$ cat src/rtl/loteria_pkg.sv
// Shared constants, state encoding and helpers for the two-player lottery scorer.
package loteria_pkg;

    localparam int unsigned NUM_W    = 4;
    localparam int unsigned SCORE_W  = 5;
    localparam int unsigned CNT_W    = 3;
    localparam int unsigned MASK_W   = 16;
    localparam int unsigned MAX_BETS = 5;
    localparam int unsigned N_DRAWN  = 5;
    localparam int unsigned PREMIO_W = 2;

    typedef enum logic [1:0] {
        P1     = 2'd0,
        P2     = 2'd1,
        RESULT = 2'd2
    } state_t;

    localparam logic [NUM_W-1:0] DRAWN [N_DRAWN] = '{4'd2, 4'd3, 4'd5, 4'd7, 4'd11};

    localparam logic [PREMIO_W-1:0] PREMIO_NONE = 2'b00;
    localparam logic [PREMIO_W-1:0] PREMIO_P1   = 2'b01;
    localparam logic [PREMIO_W-1:0] PREMIO_P2   = 2'b10;
    localparam logic [PREMIO_W-1:0] PREMIO_TIE  = 2'b11;

    // True when n belongs to the drawn set.
    function automatic logic is_drawn(input logic [NUM_W-1:0] n);
        logic hit;
        hit = 1'b0;
        for (int i = 0; i < int'(N_DRAWN); i++) begin
            if (DRAWN[i] == n) hit = 1'b1;
        end
        return hit;
    endfunction

endpackage

$ cat src/rtl/loteria_player.sv
// Per-player bet tracker: seen mask, distinct-bet count and score accumulator.
module loteria_player
    import loteria_pkg::*;
(
    input  logic               clock,
    input  logic               reset,
    input  logic               clear,
    input  logic               enable,
    input  logic [NUM_W-1:0]   numero,
    output logic [SCORE_W-1:0] score
);

    logic [MASK_W-1:0] mask;
    logic [CNT_W-1:0]  count;
    logic              accept_c;

    // Repeats are dropped first so a held strobe never consumes a bet slot.
    assign accept_c = enable && !mask[numero] && (count < CNT_W'(MAX_BETS));

    always_ff @(posedge clock or posedge reset) begin
        if (reset) begin
            mask  <= '0;
            count <= '0;
            score <= '0;
        end else if (clear) begin
            mask  <= '0;
            count <= '0;
            score <= '0;
        end else if (accept_c) begin
            mask[numero] <= 1'b1;
            count        <= count + CNT_W'(1);
            if (is_drawn(numero)) score <= score + SCORE_W'(numero);
        end
    end

endmodule

$ cat src/rtl/loteria.sv
// Two-player lottery controller: turn FSM, per-player scoring and prize register.
module loteria
    import loteria_pkg::*;
(
    input  logic                clock,
    input  logic                reset,
    input  logic [NUM_W-1:0]    numero,
    input  logic                insere,
    input  logic                fim,
    input  logic                fim_jogo,
    output logic [PREMIO_W-1:0] premio,
    output logic [SCORE_W-1:0]  p1,
    output logic [SCORE_W-1:0]  p2
);

    state_t                state_q;
    state_t                state_d;
    logic                  en1_c;
    logic                  en2_c;
    logic                  clear_c;
    logic [PREMIO_W-1:0]   premio_d;

    loteria_player u_player1 (
        .clock  (clock),
        .reset  (reset),
        .clear  (clear_c),
        .enable (en1_c),
        .numero (numero),
        .score  (p1)
    );

    loteria_player u_player2 (
        .clock  (clock),
        .reset  (reset),
        .clear  (clear_c),
        .enable (en2_c),
        .numero (numero),
        .score  (p2)
    );

    always_ff @(posedge clock or posedge reset) begin
        if (reset) begin
            state_q <= P1;
            premio  <= PREMIO_NONE;
        end else begin
            state_q <= state_d;
            premio  <= premio_d;
        end
    end

    // Insert is credited in the same cycle as a turn change; fim_jogo wins over fim.
    always_comb begin
        state_d  = state_q;
        en1_c    = 1'b0;
        en2_c    = 1'b0;
        clear_c  = 1'b0;
        premio_d = PREMIO_NONE;
        case (state_q)
            P1: begin
                en1_c = insere;
                if (fim_jogo)  state_d = RESULT;
                else if (fim)  state_d = P2;
            end
            P2: begin
                en2_c = insere;
                if (fim_jogo || fim) state_d = RESULT;
            end
            RESULT: begin
                if (fim) begin
                    clear_c = 1'b1;
                    state_d = P1;
                end else if (p1 == '0 && p2 == '0) begin
                    premio_d = PREMIO_NONE;
                end else if (p1 > p2) begin
                    premio_d = PREMIO_P1;
                end else if (p2 > p1) begin
                    premio_d = PREMIO_P2;
                end else begin
                    premio_d = PREMIO_TIE;
                end
            end
            default: state_d = P1;
        endcase
    end

endmodule

$ cat config.mk
export PLATFORM = sky130hd
export DESIGN_NAME = loteria
export DESIGN_NICKNAME = d
export VERILOG_FILES = /design/src/rtl/loteria_pkg.sv /design/src/rtl/loteria_player.sv /design/src/rtl/loteria.sv
export SDC_FILE = /design/constraint.sdc
export NUM_CORES = 1
export LEC_CHECK = 0
export ABC_CLOCK_PERIOD_IN_PS = 1800
export BUFFER_PORTS_ARGS = -buffer_cell sky130_fd_sc_hd__buf_2
export CORE_ASPECT_RATIO = 1.25
export CORE_UTILIZATION = 40
export CTS_CLUSTER_DIAMETER = 120
export DETAILED_ROUTE_END_ITERATION = 8
export GPL_TIMING_DRIVEN = 0
export PLACE_DENSITY = 0.69
export SETUP_SLACK_MARGIN = 0.1
export SLEW_MARGIN = 10
export SYNTH_ARGS = -nofsm -noshare
export SYNTH_HDL_FRONTEND = slang
export SYNTH_SLANG_ARGS = --single-unit
$ cat constraint.sdc
create_clock -name clock -period 1.8 [get_ports clock]
set_input_delay 0.45 -clock clock [delete_from_list [all_inputs] [get_ports clock]]
set_output_delay 0.45 -clock clock [all_outputs]
set_load 0.03 [all_outputs]
==> impl_results.md, run 1 <==
- CTS tree: built
- Placement Cell Area: 3350 um2
- Fin crit share: 110%
- Maximum vdd drop: 0.000426 V
- Number of global-route vias before repair: 2652
- Longest Clk Path Bufs: 2
- Most used DFF post-synth: dfrtp_1
- LEAKAGE: 1.86 nW
- DP HPWL: 5.04 mm
- Critical Path AT: 2.20 ns
- Tmin final: 1.99 ns
- Hold Vio Cnt, Final: 0
- Site Rows: 35
- Adder-cell share of the synthesized area: 7.51%
- Final net count: 381
- Post-Place Worst Slack: -0.756 ns
- RSZ-0062 raised after global routing: yes
- Antenna-violating nets left: 0
- Clock Sinks: 52
- Cell area after synthesis: 3030 um2
- Power per cell area: 784 nW/um2
- Final setup margin: -0.185 ns
- CP Max Fanout: 5
- Mapped Cells: 301
- Max-cap violations: 0
- Least-Margin Pin Slew: 0.663 ns
- Int Pwr: 2.12 mW
- Core Region: 7360 um2
- First-pass GRT wire length: 12.6 mm
- Die X: 79.9 um
- Clk slew on worst S/H paths: 0.11 ns
- Ys async rst share: 100%
- Non-Filler Cell Area, Final: 4030 um2
- Grt ovf: 0
- Post-DR wirelength/cell: 17.0 um
- Psw: 1.04 mW
- Post-Synth Simple-Gate Area: 16.6%
- Layout cells sized above 1: 37.9%
- Post-synthesis xor/xnor area fraction: 1.45%
- Die area: 7930 um2
- Final wirelength: 7.63 mm
- Via total after detailed routing: 2519
- CTS buffer count: 5
- Root Driver: clkbuf_8
- Clock Skews: 0.0198 ns
- Filler instances: 632
- Vias per cell: 5.62
- Min-delay worst type: in2async
- Area Overhead vs Synth: 33.1%
- Failing checks: negative setup slack
- Diodes inserted: 0
- Gpl congestion: 0.795
- Max_slew headroom: 55.5%
- Clock share of power: 26.4%
- Mux contribution to synthesized area: 12.8%
- Synth cell types: 47
- Worst-Skew Late Latency: 0.32 ns
- Compound-cell area share of the yosys netlist: 14.5%
- Initial Util: 41.2%
- Sw frac: 33.0%
- Drt first pass iters: 4
- Flops & latches, synth: 52
- CTS H-tree depth: 2
- IO Pins: 21
- Logic pwr share: 30.4%
- Status: finished with violations
- Maximum clock rate: 504 MHz
- Synth warn: 0
- Largest net degree at the start of global routing: 53
- Register share of total power: 43.2%
- Crit end category: flop
- DR iter-0 viols: 152
- Post-synth net total: 327
- Finish-stage setup viols: 22
- Critical path class: in2reg
- Startpoint Class: primary input
- Avg Cell Area, Syn: 10.1 um2
- Number of port buffers: 20
- Main combinational cell family by area after synthesis: simple AND/OR/NAND/NOR gates
- Initial antenna violation count: 0
- Sequential element share of the synthesized area: 42.9%
- Overall routing resource usage: 20.6%
- DRC viols: 0
- EDFF count, synth: 0
- Final Max Tran Viols: 0
- Die Y: 99.3 um
- Req. time, crit path: 2.01 ns
synthesized netlist by cell type, drive strengths merged, types with 4 or more instances:
cell type  count  area [um2]
or2            5        31.3
a21o           5        37.5
mux4           5         116
nand3b         4        33.8
inv           16        60.1
xor2           4        35.0
nor4           4        25.0
mux2          10         120
nand2         35         131
ha            15         188
a21oi         24         120
nand3          4        20.0
nor3b          4        30.0
nor3           6        30.0
clkbuf         8        30.0
o31ai         12        90.1
buf            6        41.3
dfrtp         52        1300
or3            5        31.3
o21ai         14        70.1
mux2i         15         150
nor2          20        75.1
final cells by class:
class / instances / area (um2) / share of cell area (%)
plain buffers: 14 / 145 / 3.60
clock buffers: 5 / 68.8 / 1.71
clock inverters: 3 / 42.5 / 1.05
inverters: 16 / 68.8 / 1.71
multi-input cells: 219 / 1900 / 47.1
flip-flops and latches: 52 / 1310 / 32.4
well taps: 92 / 115 / 2.85
repair buffers: 47 / 388 / 9.62
sequential cells by signal (all words and copies together) (netlist names):
signal           count
u_player2.score      5
u_player2.mask      16
u_player1.score      5
state_q              2
u_player2.count      3
u_player1.mask      16
u_player1.count      3
premio               2
layout by cell type (no fill, tap or decap), types with 4 or more instances in the layout:
cell type,instances
nand2_2,4
ha_1,13
xor2_1,4
nor2_1,19
a21o_1,5
mux2i_1,13
clkbuf_1,4
buf_12,4
o31ai_2,7
mux2_2,6
o21ai_0,5
or3_1,5
o21ai_1,4
mux4_2,4
dfrtp_1,49
nand3_1,4
buf_2,18
mux2_4,4
clkbuf_8,6
buf_4,22
buf_6,7
o21ai_2,5
nand2_1,31
inv_1,13
a21oi_1,21
stage by stage:
step	power (mW)	instances	TNS (ns)	hold WS [ns]	utilization [%]
finish	3.16	448	-1.67	0.159	54.8
global route	3.33	448	-4.14	0.204	54.8
CTS	3.14	447	-1.83	0.289	53.7
detailed placement	2.15	413	-19.59	0.462	45.6
global placement	2.13	413	-18.96	0.454	45.6
floorplan	1.94	301	-2.56	0.439	-
final timing paths:
kind / to / cells past startpoint / startpoint / slack, ns
setup reg to reg: u_player2.score[0]$_DFFE_PP0P_ / 6 / u_player2.mask[7]$_DFFE_PP0P_ / -0.19
hold reg to reg: u_player2.mask[8]$_DFFE_PP0P_ / 2 / u_player2.mask[8]$_DFFE_PP0P_ / 0.49
max in group asynchronous: state_q[1]$_DFFE_PP0P_ / 3 / reset / 1.11
min in group clock: state_q[0]$_DFFE_PP0P_ / 2 / fim_jogo / 0.29
setup / recovery: u_player2.score[0]$_DFFE_PP0P_ / 7 / numero[2] / -0.19
hold / removal: u_player2.mask[2]$_DFFE_PP0P_ / 2 / reset / 0.16
worst max-delay path, cell delays in order:
cell	delay, ns
buf_6	0.12
clkbuf_16	0.14
o32a_1	0.29
or4_1	0.54
or2_1	0.25
buf_6	0.12
mux2_4	0.28
timing repair:
item / CTS / global route
resized for setup: 65 / 16
buffers inserted: 25 / 0
setup endpoints to repair: 48 / 43
hold buffers: 0 / 0
gates cloned: 1 / 0
pin swaps: 26 / 1
per-layer routing:
metal | up-vias | global-route usage (%) | routed length (um)
li1 | 1185 | - | -
met1 | 1275 | 22.9 | 3130
met2 | 50 | 39.4 | 4180
met3 | 9 | 2.75 | 188
met4 | 0 | 6.87 | 129
met5 | - | 0 | 0
power groups by stage:
stage          logic, mW  registers, mW  clock network (mW)
2_1_floorplan      0.514           1.43                   0
3_3_place_gp       0.740           1.39                   0
3_5_place_dp       0.755           1.39                   0
4_1_cts            0.926           1.37               0.846
5_1_grt             1.05           1.39               0.901
6_report           0.960           1.37               0.836
cell families after synthesis:
kind of cell             after synthesis
AO/OA/AOI/OAI                         69
XOR/XNOR                               5
adder cells (fa/ha/maj)               17
buffers and inverters                 30
flip-flops                            52
multiplexers                          30
AND/OR/NAND/NOR                       98
No activity file was read; power rests on OpenSTA's default activity.
==> run 2, diff against run 1 <==
ABC_CLOCK_PERIOD_IN_PS = 2020   (was 1800)
PLACE_DENSITY = 0.67   (was 0.69)
SLEW_MARGIN = not set   (was 10)
clock period = 2.02 ns   (was 1.8 ns; I/O delays follow)
==> run 2 against run 1 <==
  * The flow still finishes with violations (negative setup slack)
  * Non-clock buffer count shrank 7
  * Sequential power fell by 11%
  * Clock power fell by 23%
  * Final cell count fell by 1.6%
  * Clock-buffer cell count rose by 2
  * Wire length down 0.58%
  * Die area did not move
  * Critical path type is now reg2reg
  * Power shrank 16%
  * Largest power group unchanged
  * Worst setup slack better by 0.18 ns
==> impl_results.md, run 2 (synthesized netlist as in run 1, its figures left out) <==
- Status: finished with violations (unchanged)
- Failing checks: negative setup slack (unchanged)
- Vias per cell: 5.73 (was 5.62)
- CTS tree: built (unchanged)
- Layout Utilization: 52.0% (was 54.8%)
- Max-cap violations: 0 (unchanged)
- Root Driver: clkbuf_8 (unchanged)
- Clock Sinks: 52 (unchanged)
- Final wirelength: 7.59 mm (was 7.63 mm)
- Placement Cell Area: 3330 um2 (was 3350 um2)
- Largest net degree at the start of global routing: 43 (was 53)
- Max_slew headroom: 53.6% (was 55.5%)
- First-pass GRT wire length: 12.1 mm (was 12.6 mm)
- Worst-Skew Late Latency: 0.32 ns (about the same)
- Source of the critical timing path: u_player2.count[1]$_DFFE_PP0P_ (was numero[2])
- Overall routing resource usage: 19.9% (was 20.6%)
- Post-DR wirelength/cell: 17.2 um (was 17.0 um)
- Top flop regs: u_player1.mask x16, u_player2.mask x16 (unchanged)
- Filler instances: 650 (was 632)
- CP Max Fanout: 3 (was 5)
- Initial Util: 41.2% (unchanged)
- Req. time, crit path: 2.23 ns (was 2.01 ns)
- Final setup margin: -0.00351 ns (was -0.185 ns)
- Crit end category: flop (unchanged)
- Final net count: 374 (was 381)
- Die Y: 99.3 um (unchanged)
- Clk slew on worst S/H paths: 0.10 ns (was 0.11 ns)
- Tmin final: 2.02 ns
- Gpl congestion: 0.826 (was 0.795)
- Layout cells sized above 1: 30.4% (was 37.9%)
- Die X: 79.9 um (unchanged)
- LEAKAGE: 1.77 nW (was 1.86 nW)
- Min Hold Slack: 0.0991 ns (was 0.159 ns)
- Grt ovf: 0 (unchanged)
- Startpoint Class: flop (was primary input)
- Hold_buf cts: 0 (unchanged)
- R2r setup slk: -0.004 ns (was -0.19 ns)
- Psw: 0.888 mW (was 1.04 mW)
- Finish-stage setup viols: 1 (was 22)
- DRC viols: 0 (unchanged)
- Site Rows: 35 (unchanged)
- CTS buffer count: 5 (unchanged)
- Maximum clock rate: 494 MHz
- DP HPWL: 5.26 mm (was 5.04 mm)
- Fin crit share: 100%
- Drt first pass iters: 4 (unchanged)
- Clock share of power: 24.3% (was 26.4%)
- CTS H-tree depth: 2 (unchanged)
- Diodes inserted: 0 (unchanged)
- DR iter-0 viols: 147 (was 152)
- IO Pins: 21 (unchanged)
- Register share of total power: 46.1% (was 43.2%)
- Initial antenna violation count: 0 (unchanged)
- Critical Path AT: 2.24 ns (was 2.20 ns)
- Via total after detailed routing: 2526 (was 2519)
- Critical path class: reg2reg (was in2reg)
- Most common cell after layout, fill and taps aside: dfrtp_1 (unchanged)
- Final Max Tran Viols: 0 (unchanged)
- Longest Clk Path Bufs: 2 (unchanged)
- Least-Margin Pin Slew: 0.690 ns (was 0.663 ns)
- Power per cell area: 692 nW/um2 (was 784 nW/um2)
- Die area: 7930 um2 (unchanged)
- Post-Place Worst Slack: -0.588 ns (was -0.756 ns)
- Logic pwr share: 29.7% (was 30.4%)
- Antenna-violating nets left: 0 (unchanged)
- Area Overhead vs Synth: 26.3% (was 33.1%)
- Worst r2r src: u_player2.count[1]$_DFFE_PP0P_ (was u_player2.mask[7]$_DFFE_PP0P_)
- Number of global-route vias before repair: 2467 (was 2652)
- Most frequent cells in the layout: dfrtp_1, nand2_1, a21oi_1 (was dfrtp_1, nand2_1, buf_4)
- Min-delay worst type: in2async (unchanged)
- Int Pwr: 1.76 mW (was 2.12 mW)
- Hold Vio Cnt, Final: 0 (unchanged)
- Clock Skews: 0.0133 ns (was 0.0198 ns)
- Core Region: 7360 um2 (unchanged)
- RSZ-0062 raised after global routing: yes (unchanged)
- Number of port buffers: 20 (unchanged)
- Non-Filler Cell Area, Final: 3830 um2 (was 4030 um2)
- Sw frac: 33.5% (was 33.0%)
- Maximum vdd drop: 0.000275 V (was 0.000426 V)
run 2: cell types whose count changed in the layout (fill, tap and decap cells not counted), sizes merged:
cell	delta
clkinv	-1
clkbuf	+2
bufinv	-1
buf	-7
inv	+1
clkinvlp	-1
run 2: cell type report:
class | count | area, um2 | area share (%)
Sequential cell | 52 | 1300 | 34.1
Tap cell | 92 | 115 | 3.01
Timing Repair Buffer | 40 | 322 | 8.40
Inverter | 16 | 62.6 | 1.63
Clock inverter | 1 | 7.51 | 0.196
Clock buffer | 7 | 86.3 | 2.26
Buffer | 14 | 151 | 3.96
Multi-Input combinational cell | 219 | 1780 | 46.5
run 2: power groups by stage:
| stage | Combinational (mW) | Clock (mW) | Sequential (mW) |
|---|---|---|---|
| floorplan | 0.452 | 0 | 1.27 |
| global placement | 0.655 | 0 | 1.23 |
| detailed placement | 0.679 | 0 | 1.24 |
| CTS | 0.767 | 0.649 | 1.22 |
| global route | 0.864 | 0.694 | 1.23 |
| finish | 0.786 | 0.642 | 1.22 |
run 2: worst max-delay path, stage by stage (launching register included):
cell and delay, ns:
dfrtp_1 0.39, o21ai_1 0.15, nand4b_1 0.17, or4_4 0.57, or2_1 0.23, buf_6 0.12
mux2_4 0.28
run 2: worst paths after layout:
path | endpoint | depth (start not counted)
worst min register to register | u_player1.count[2]$_DFFE_PP0P_ | 1
max in group asynchronous | u_player1.score[0]$_DFFE_PP0P_ | 3
worst max-delay path | u_player2.score[0]$_DFFE_PP0P_ | 6
worst max register to register | u_player2.score[0]$_DFFE_PP0P_ | 6
worst min-delay path | u_player2.count[0]$_DFFE_PP0P_ | 2
min in group clock | state_q[0]$_DFFE_PP0P_ | 2
run 2: layer usage:
layer  vias up  routed length [um]  track usage (%)
met5         -                   0                0
met4         0                 129             6.04
met3        10                 142             2.48
met2        37                4220             37.7
met1      1295                3100             23.0
li1       1184                   -                -
run 2: timing repair:
item                                   4_1_cts  5_1_grt
pin swaps                                   11        8
setup endpoints to repair                   31       23
gates cloned                                 1        0
setup buffers                               17        2
endpoints found under the hold margin        0        0
gates resized for setup                     41       21
run 2: through the flow:
stage / TNS (ns) / power (mW) / instances
after floorplan: -0.178 / 1.72 / 301
after global placement: -35.75 / 1.89 / 413
after detailed placement: -13.21 / 1.92 / 414
after CTS: -0.00524 / 2.63 / 440
after global routing: -0.231 / 2.79 / 441
final: -0.00351 / 2.65 / 441
==> run 3, diff against run 2 <==
ABC_CLOCK_PERIOD_IN_PS = 1700   (was 2020)
PLACE_DENSITY = 0.69   (was 0.67)
clock period = 1.7 ns   (was 2.02 ns; I/O delays follow)
==> run 3 against run 2 <==
  * The run still ends with negative setup slack left
  * Die area unchanged
  * Clock skew increased by 0.0015 ns
  * Worst hold slack improved by 0.16 ns
  * Register-to-register slack got worse by 0.28 ns
  * Final cell count unchanged
  * Via count decreased by 1.3%
  * Flip-flop and latch count unchanged
  * Core utilization increased by 1.9 points
  * Sequential power increased by 18%
  * Design area increased by 3.6%
  * Critical endpoint is now u_player2.mask[11]$_DFFE_PP0P_
==> impl_results.md, run 3 (synthesized netlist as in run 1, its figures left out) <==
- Die X: 79.9 um (unchanged)
- Site Rows: 35 (unchanged)
- R2r setup slk: -0.28 ns (was -0.004 ns)
- Top flop regs: u_player1.mask x16, u_player2.mask x16 (unchanged)
- Clk slew on worst S/H paths: 0.10 ns (about the same)
- Met2 wire len: 4.09 mm (was 4.22 mm)
- RSZ-0062 raised after global routing: yes (unchanged)
- CTS buffer count: 5 (unchanged)
- Status: finished with violations (unchanged)
- Finish-stage setup viols: 29 (was 1)
- DP HPWL: 5.21 mm (was 5.26 mm)
- Diodes inserted: 0 (unchanged)
- Largest net degree at the start of global routing: 53 (was 43)
- Root Driver: clkbuf_8 (unchanged)
- Clock Skews: 0.0149 ns (was 0.0133 ns)
- Tmin final: 1.98 ns (was 2.02 ns)
- DR iter-0 viols: 104 (was 147)
- Longest Clk Path Bufs: 2 (unchanged)
- Area Overhead vs Synth: 30.9% (was 26.3%)
- Most common cell after layout, fill and taps aside: dfrtp_1 (unchanged)
- Fin cells: 441 (unchanged)
- Req. time, crit path: 1.92 ns (was 2.23 ns)
- Via total after detailed routing: 2493 (was 2526)
- M1 wire length: 3.12 mm (was 3.10 mm)
- First-pass GRT wire length: 12.3 mm (was 12.1 mm)
- Clock Sinks: 52 (unchanged)
- LEAKAGE: 1.81 nW (was 1.77 nW)
- Maximum clock rate: 505 MHz (was 494 MHz)
- Hold_buf cts: 0 (unchanged)
- CTS tree: built (unchanged)
- Drt first pass iters: 4 (unchanged)
- Final wirelength: 7.66 mm (was 7.59 mm)
- DRC viols: 0 (unchanged)
- Min Hold Slack: 0.263 ns (was 0.0991 ns)
- Maximum vdd drop: 0.000375 V (was 0.000275 V)
- Number of port buffers: 20 (unchanged)
- Non-Filler Cell Area, Final: 3970 um2 (was 3830 um2)
- Post-DR wirelength/cell: 17.4 um (was 17.2 um)
- Startpoint Class: flop (unchanged)
- Crit end category: flop (unchanged)
- Uppermost layer routed: met4 (unchanged)
- Least-Margin Pin Slew: 1.11 ns (was 0.690 ns)
- Fin crit share: 117% (was 100%)
- Hold Vio Cnt, Final: 0 (unchanged)
- Final net count: 374 (unchanged)
- CTS H-tree depth: 2 (unchanged)
- Initial antenna violation count: 0 (unchanged)
- Final setup margin: -0.282 ns (was -0.00351 ns)
- Power per cell area: 848 nW/um2 (was 692 nW/um2)
- Critical Path AT: 2.20 ns (was 2.24 ns)
- Max-cap violations: 0 (unchanged)
- Failing checks: negative setup slack (unchanged)
- Die area: 7930 um2 (unchanged)
- Worst-Skew Late Latency: 0.32 ns (about the same)
- Final Max Tran Viols: 0 (unchanged)
- Core Region: 7360 um2 (unchanged)
- Placement Cell Area: 3360 um2 (was 3330 um2)
- Overall routing resource usage: 20.3% (was 19.9%)
- CP Max Fanout: 8 (was 3)
- Min-delay worst type: in2reg (was in2async)
- Grt ovf: 0 (unchanged)
- Layout cells sized above 1: 35.2% (was 30.4%)
- Most frequent cells in the layout: dfrtp_1, nand2_1, a21oi_1 (unchanged)
- Initial Util: 41.2% (unchanged)
- Vias per cell: 5.65 (was 5.73)
- IO Pins: 21 (unchanged)
- Placed Cells: 413 (was 414)
- Number of global-route vias before repair: 2606 (was 2467)
- Max_slew headroom: 26.1% (was 53.6%)
- Tot Pwr: 3.36 mW (was 2.65 mW)
- Critical path class: reg2reg (unchanged)
- Met3 wire length: 260 um (was 142 um)
- Die Y: 99.3 um (unchanged)
- Antenna-violating nets left: 0 (unchanged)
- Gpl congestion: 0.824 (was 0.826)
run 3: cell types whose count changed in the layout (fill, tap and decap cells not counted), moves of 3 or more:
cell / change
o21ai_2: +6
o31ai_4: +5
buf_6: +4
nor3b_4: +4
o21ai_0: -4
buf_12: -3
clkbuf_1: -3
clkbuf_2: +3
nor3b_1: -3
o31ai_2: -3
run 3: path summary, 6_finish.rpt:
path,from,end,cells past startpoint
max in group asynchronous,reset,u_player2.score[1]$_DFFE_PP0P_,2
min reg2reg,u_player1.count[2]$_DFFE_PP0P_,u_player1.count[2]$_DFFE_PP0P_,1
min in group asynchronous,reset,u_player1.mask[11]$_DFFE_PP0P_,2
max reg2reg,state_q[0]$_DFFE_PP0P_,u_player2.mask[11]$_DFFE_PP0P_,6
max,state_q[0]$_DFFE_PP0P_,u_player2.mask[11]$_DFFE_PP0P_,6
min,fim_jogo,state_q[0]$_DFFE_PP0P_,2
run 3: cell type report:
class,count,area (um2)
timing repair buffer,40,299
sequential,52,1310
tap,92,115
inverter,16,66.3
fill,617,3390
clock inverter,2,38.8
multi-input combinational,219,1920
clock buffer,6,82.6
buffer,14,143
run 3: stage by stage:
step	utilization [%]	setup slack (ns)	setup TNS, ns
after CTS	51.1	-0.272	-4.75
after global routing	53.9	-0.351	-7.29
after detailed placement	45.7	-0.795	-22.95
final	53.9	-0.282	-4.78
after global placement	45.7	-0.791	-22.27
after floorplan	-	-0.341	-4.51
run 3: report_power, final:
group          total (mW)  switching, mW  internal (mW)
Clock               0.909          0.427          0.482
Combinational        1.01          0.567          0.443
Sequential           1.44         0.0958           1.35
Total                3.36           1.09           2.27
run 3: routing by layer:
| metal | GRT usage, % | vias to the layer above |
|---|---|---|
| met5 | 0 | - |
| met4 | 8.65 | 0 |
| met3 | 2.84 | 16 |
| met2 | 37.6 | 66 |
| met1 | 22.7 | 1241 |
| li1 | - | 1170 |
run 3: repair_timing:
item,4_1_cts,5_1_grt
hold endpoints to repair,0,0
endpoints found under the setup margin,49,49
resized for setup,41,40
setup buffers,18,2
pin swaps,12,6
run 3: critical path, stage by stage, from the launching register on:
cell and delay (ns):
dfrtp_1 0.51, nand4b_1 0.19, or3_4 0.41, buf_8 0.15
or2_1 0.24, buf_6 0.16, o31ai_2 0.23
